### config.mk
export PLATFORM = sky130hd
export DESIGN_NAME = msx_clk_gen
export DESIGN_NICKNAME = d
export VERILOG_FILES = /design/src/rtl/msx_clk_gen.sv
export SDC_FILE = /design/constraint.sdc
export NUM_CORES = 1
export LEC_CHECK = 0
export CAP_MARGIN = 20
export CORE_ASPECT_RATIO = 1.75
export CORE_MARGIN = 5
export CORE_UTILIZATION = 50
export DETAILED_ROUTE_END_ITERATION = 10
export GPL_TIMING_DRIVEN = 1
export PLACE_DENSITY = 0.68
export SYNTH_ARGS = -nofsm -noshare
export SYNTH_HDL_FRONTEND = slang
export SYNTH_SLANG_ARGS = --single-unit
### constraint.sdc
create_clock -name clk -period 2 [get_ports clk]
set_clock_uncertainty 0.15 [all_clocks]
set_input_delay 0.2 -clock clk [delete_from_list [all_inputs] [get_ports clk]]
set_output_delay 0.2 -clock clk [all_outputs]
set_load 0.01 [all_outputs]
### src/rtl/msx_clk_gen.sv
// MSX bus clock-enable, 1 ms tick and system reset generator.
// Runs entirely on the oscillator clock; every output comes straight from a flop.
module msx_clk_gen #(
  parameter int unsigned DIV        = 5,
  parameter int unsigned TICK_CE    = 3580,
  parameter int unsigned POR_CYCLES = 1024
) (
  input  logic clk,
  input  logic rst,
  input  logic btn_rst_n,
  output logic ce_3m58,
  output logic msx_clk,
  output logic tick_1ms,
  output logic sys_rst
);

  localparam int unsigned PW = $clog2(DIV);
  localparam int unsigned TW = (TICK_CE > 1) ? $clog2(TICK_CE) : 1;
  localparam int unsigned CW = $clog2(POR_CYCLES + 1);
  localparam int unsigned H  = (DIV + 1) / 2;

  localparam logic [PW-1:0] P_LAST = PW'(DIV - 1);
  localparam logic [PW-1:0] H_LAST = PW'(H - 1);
  localparam logic [TW-1:0] T_LAST = TW'(TICK_CE - 1);
  localparam logic [CW-1:0] C_LAST = CW'(POR_CYCLES - 1);

  generate
    if (DIV < 2)        $error("msx_clk_gen: DIV must be >= 2");
    if (TICK_CE < 1)    $error("msx_clk_gen: TICK_CE must be >= 1");
    if (POR_CYCLES < 1) $error("msx_clk_gen: POR_CYCLES must be >= 1");
  endgenerate

  logic [PW-1:0] p_q, p_d;
  logic [TW-1:0] t_q, t_d;
  logic [CW-1:0] c_q, c_d;
  logic          ce_q, ce_d;
  logic          msx_q, msx_d;
  logic          tick_q, tick_d;
  logic          s1_q, s2_q;
  logic          srst_q, srst_d;

  // Phase and tick dividers: free-running, independent of the reset sequencer.
  // ce/tick/msx are computed one cycle early so the registered outputs land on the wrap edge.
  always_comb begin
    p_d    = (p_q == P_LAST) ? '0 : p_q + PW'(1);
    ce_d   = (p_q == P_LAST);
    // msx rises with ce and falls once phase H-1 has been held; it stays low until the first ce.
    msx_d  = ce_d | (msx_q & (p_q != H_LAST));
    tick_d = ce_d & (t_q == T_LAST);
    t_d    = t_q;
    if (ce_d) begin
      t_d = (t_q == T_LAST) ? '0 : t_q + TW'(1);
    end
  end

  // Reset sequencer: a synchronised-low button clears the hold counter and asserts sys_rst;
  // a steady high counts POR_CYCLES cycles before releasing it.
  always_comb begin
    c_d    = c_q;
    srst_d = srst_q;
    if (!s2_q) begin
      c_d    = '0;
      srst_d = 1'b1;
    end else if (srst_q) begin
      c_d = c_q + CW'(1);
      if (c_q == C_LAST) begin
        srst_d = 1'b0;
      end
    end
  end

  // Divider state registers.
  always_ff @(posedge clk or posedge rst) begin
    if (rst) begin
      p_q    <= '0;
      t_q    <= '0;
      ce_q   <= 1'b0;
      msx_q  <= 1'b0;
      tick_q <= 1'b0;
    end else begin
      p_q    <= p_d;
      t_q    <= t_d;
      ce_q   <= ce_d;
      msx_q  <= msx_d;
      tick_q <= tick_d;
    end
  end

  // Button synchroniser and reset sequencer registers.
  always_ff @(posedge clk or posedge rst) begin
    if (rst) begin
      s1_q   <= 1'b0;
      s2_q   <= 1'b0;
      c_q    <= '0;
      srst_q <= 1'b1;
    end else begin
      s1_q   <= btn_rst_n;
      s2_q   <= s1_q;
      c_q    <= c_d;
      srst_q <= srst_d;
    end
  end

  assign ce_3m58  = ce_q;
  assign msx_clk  = msx_q;
  assign tick_1ms = tick_q;
  assign sys_rst  = srst_q;

endmodule

* Yosys cells after proc, flatten, opt, wreduce, memory -nomap -nowiden *
Cells that the tools add are included.

word-level totals
  flip-flop bits (word level) = 32
  bits of input ports = 3
  output and inout bits = 4
  word-level logic and storage cells = 27

cells by class
  add/subtract/negate cells = 3
  equality and inequality tests = 5
  mux-type cells = 7
  bitwise logic cells = 3

operator list
  operator                                               number
  two-way mux 11 bit                                     2
  adder 12 x 1 -> 12 bit, second input constant          1
  equality test 12 bit, second input constant            1
  two-way mux 12 bit                                     1
  adder 11 x 1 -> 11 bit, second input constant          1
  equality test 11 x 10 -> 1 bit, second input constant  1
  adder 3 x 1 -> 3 bit, second input constant            1
  equality test 3 bit, second input constant             1
  two-way mux 1 bit                                      3
  two-way mux 3 bit                                      1
  != test 3 x 2 -> 1 bit, second input constant          1
  bitwise AND 1 bit                                      2
  != test 2 x 1 -> 1 bit, second input constant          1
  bitwise OR 1 bit                                       1

* Depth between registers and ports, before layout *
  depth in word-level cells = 4
  gate-level depth with buffers = 7
  mapped depth without buffers = 7

* Worst setup path before layout *
No wires, ideal clock.

  path type = register to register
  start = register srst_q (netlist: sys_rst)
  end = register c_q[9]
  library setup time = 0.078 ns
  arrival time = 1.626 ns
  data required time = 1.772 ns
  setup slack = 0.146 ns
  stages on the path, launching flop included = 7
  period minus slack after synthesis = 1.854 ns
  cell sequence = dfstp_2 > buf_6 > nor2b_4 > buf_6 > or3_1 > or3_1 > a21boi_1

between the ends
  cells in the longest elaborated chain, start to end = 1

ends and longest elaborated chain
  element                           RTL line  text
  start: declaration                40        logic srst_q, srst_d;
  start signal: assignment          100       srst_q <= srst_d;
  != test 2 x 1 -> 1 bit (no line)  n/a
  end signal: assignment            94        c_q <= '0;
  end signal: assignment            99        c_q <= c_d;
  end: declaration                  35        logic [CW-1:0] c_q, c_d;

Every way passes these cells.
A chain may end at the register's enable or synchronous reset.

* Worst setup path in the final report *
  start = register srst_q (netlist: sys_rst)
  end = output port sys_rst

RTL lines
  element           RTL line  text
  end: declaration  14        output logic sys_rst

No word-level cell between the ends.

==> results.toml <==
[min_path]
holdCritPathClass = "primary input to asynchronous set/reset pin"

[flow_run]
maxCapViolCount = 0

[timing]
whs_ns = 0.137
fin_tns_setup_ns = 0
slew_violations = 0
post-route-min-period_ns = 1.82
min_period_over_period = 0.912
fmax_ghz = 0.548
finalHoldViolCount = 0
worst_pin_slew_ns = 0.393
rsz0062_at_grt = "no"
finalSetupViolCount = 0
relSlewSlack = 0.738

[worst_setup_path]
cp_num_cells = 1
cpPeakStageDelay_ns = 0.63
critical_path.cell_chain = "clkdlybuf4s50_1"
path_max_fanout = 8
crit_type = "flip-flop to output pin"
reg2reg_depth = 4
arrival_ns = 1.47
start_kind = "flip-flop"
slowest_stage = "dfstp_2"
cp-end-kind = "output pin"
cp_num_buf_inv = 1
cp_top_family = "flip-flops"
critical_path_required_ns = 1.65

[floorplan]
die_w_um = 52.0
rows = 26
die_y_um = 83.5
coreArea_mm2 = 0.00296
io_pins = 7
dieArea_mm2 = 0.00434
start_util = 0.522

[global_route]
grt_pass1_wl_um = 5020
first_global_vias = 1209
grt.total_usage = 0.154
antenna_found_initial = 0
grt_max_degree = 33
grt_overflow = 0

[clocking]
cts_tree = "done"
numCtsBuffers = 5
clk_latency_ns = 0.28
clock_path_buffers = 2
cts_sinks = 32
clk_pin_slew_worst_paths_ns = 0.07
cts_hold_buf = 0
post-cts-setup-buffers = 0
cts-root-buf = "clkbuf_8"
htreeDepth = 2

[finish]
fillers = 260
finish.instance_area_mm2 = 0.00175
final_common_cell = "dfrtp_1"
final_util = 0.590
layout_common_cells = "dfrtp_1, nand2_1, nor2_1, xnor2_1"
nNetsFinal = 171
antenna_cells = 0
drive_gt1_frac = 0.0793
area_growth_pct = 13.2

[routing]
drc = 0
avgRoutedWirePerCell_um = 13.2
wirelength_um = 2710
first_pass_iters = 4
vias = 1083
antenna_left = 0
viasPerCell = 5.26
drt_iter0_drc = 19

[logic_synthesis]
muxShareOfSynthArea = 0.0194
synth_compound_area_frac = 0.0689
yosys.area_share.xor_xnor = 0.0681
avgSynthCellArea_um2 = 10.2
syn_inst = 151
yosysUniqueCellTypes = 31
ys_seq_elements = 32
synth_edf_count = 0
synth_simple_gate_area_frac = 0.247
synth_fa_ha_area_frac = 0.0405
synth_seq_area_share = 0.519
synth_top_family_by_area = "simple AND/OR/NAND/NOR gates"
synth_nets = 159
yosys_warnings = 0
synthFlopType = "dfrtp_1"
syn_area_mm2 = 0.00154
ys_async_sr_fraction = 1.00

[power]
total_power_mw = 1.15
leakage_nw = 0.765
peakVddDrop_mv = 0.520
pwr_density_cell_mw_per_mm2 = 660

[place]
port_buffers = 6
dp_hpwl_um = 2050
place.gp.congestion = 0.827
place_area_mm2 = 0.00165

[outcome]
outcome = "completed"
-- routing by layer --
layer	track usage	wire length [µm]	vias up
met4	0.0883	67	0
li1	-	-	543
met3	0.0537	72	6
met1	0.152	997	525
met5	0	0	-
met2	0.263	1570	9
-- flip-flops by register name, summed over array words and instances (netlist names) --
signal    flops
t_q          12
c_q          11
p_q           3
ce_3m58       1
msx_clk       1
s1_q          1
s2_q          1
sys_rst       1
tick_1ms      1
-- synthesized netlist by cell type, types with 4 or more instances --
library cell,count,share of area
dfrtp_1,31,0.50
nand2_1,19,0.046
nor2_1,10,0.024
xnor2_1,8,0.045
and2_1,7,0.028
inv_1,7,0.017
nand3_1,7,0.023
o21ai_0,7,0.023
ha_1,5,0.041
nand4_1,5,0.020
xor2_1,4,0.023
-- through the flow --
stage	worst slack [ns]	instances
final	0.177	206
after global routing	0.0370	206
after CTS	0.0648	206
after detailed placement	-0.0272	198
after global placement	0.164	198
after floorplan	0.146	151
-- timing repair --
| item | in CTS | in global routing |
|---|---|---|
| hold endpoints to repair | 0 | 0 |
| resized for setup | 1 | 2 |
| setup endpoints to repair | 6 | 7 |
| pin swaps | 0 | 0 |
-- where the power goes --
part           total, mW  leakage, nW  internal (mW)  switching [mW]
registers          0.661        0.424          0.655         0.00639
clock network      0.456       0.0422          0.243           0.212
logic             0.0362        0.299         0.0153          0.0209
total               1.15        0.765          0.913           0.240
-- layout make-up --
| class | instances | area [µm²] | share of cell area |
|---|---|---|---|
| clock inverters | 1 | 5.00 | 0.00286 |
| multi-input cells | 108 | 703 | 0.402 |
| well taps | 42 | 52.6 | 0.0301 |
| clock buffers | 7 | 76.3 | 0.0437 |
| inverters | 7 | 26.3 | 0.0150 |
| repair buffers | 9 | 82.6 | 0.0472 |
| flip-flops and latches | 32 | 802 | 0.459 |
-- final timing paths --
check	end	slack, ns	start
max	sys_rst	0.18	sys_rst
min	c_q[7]	0.14	rst
max reg2reg	c_q[9]	0.21	sys_rst
min reg2reg	s2_q	0.20	s1_q
max in group asynchronous	sys_rst	1.23	rst
min in group clk	s2_q	0.20	s1_q
-- cells by family (layout without fill, tap and decap cells) --
| logic type | count (synthesis) | in the layout |
|---|---|---|
| flip-flops | 32 | 32 |
| multiplexers | 3 | 3 |
| adder cells (fa/ha/maj) | 5 | 5 |
| buffers and inverters | 11 | 24 |
| XOR/XNOR | 12 | 12 |
| AND/OR/NAND/NOR | 71 | 71 |
| AO/OA/AOI/OAI | 17 | 17 |
Power figures use the tool's default switching activity.
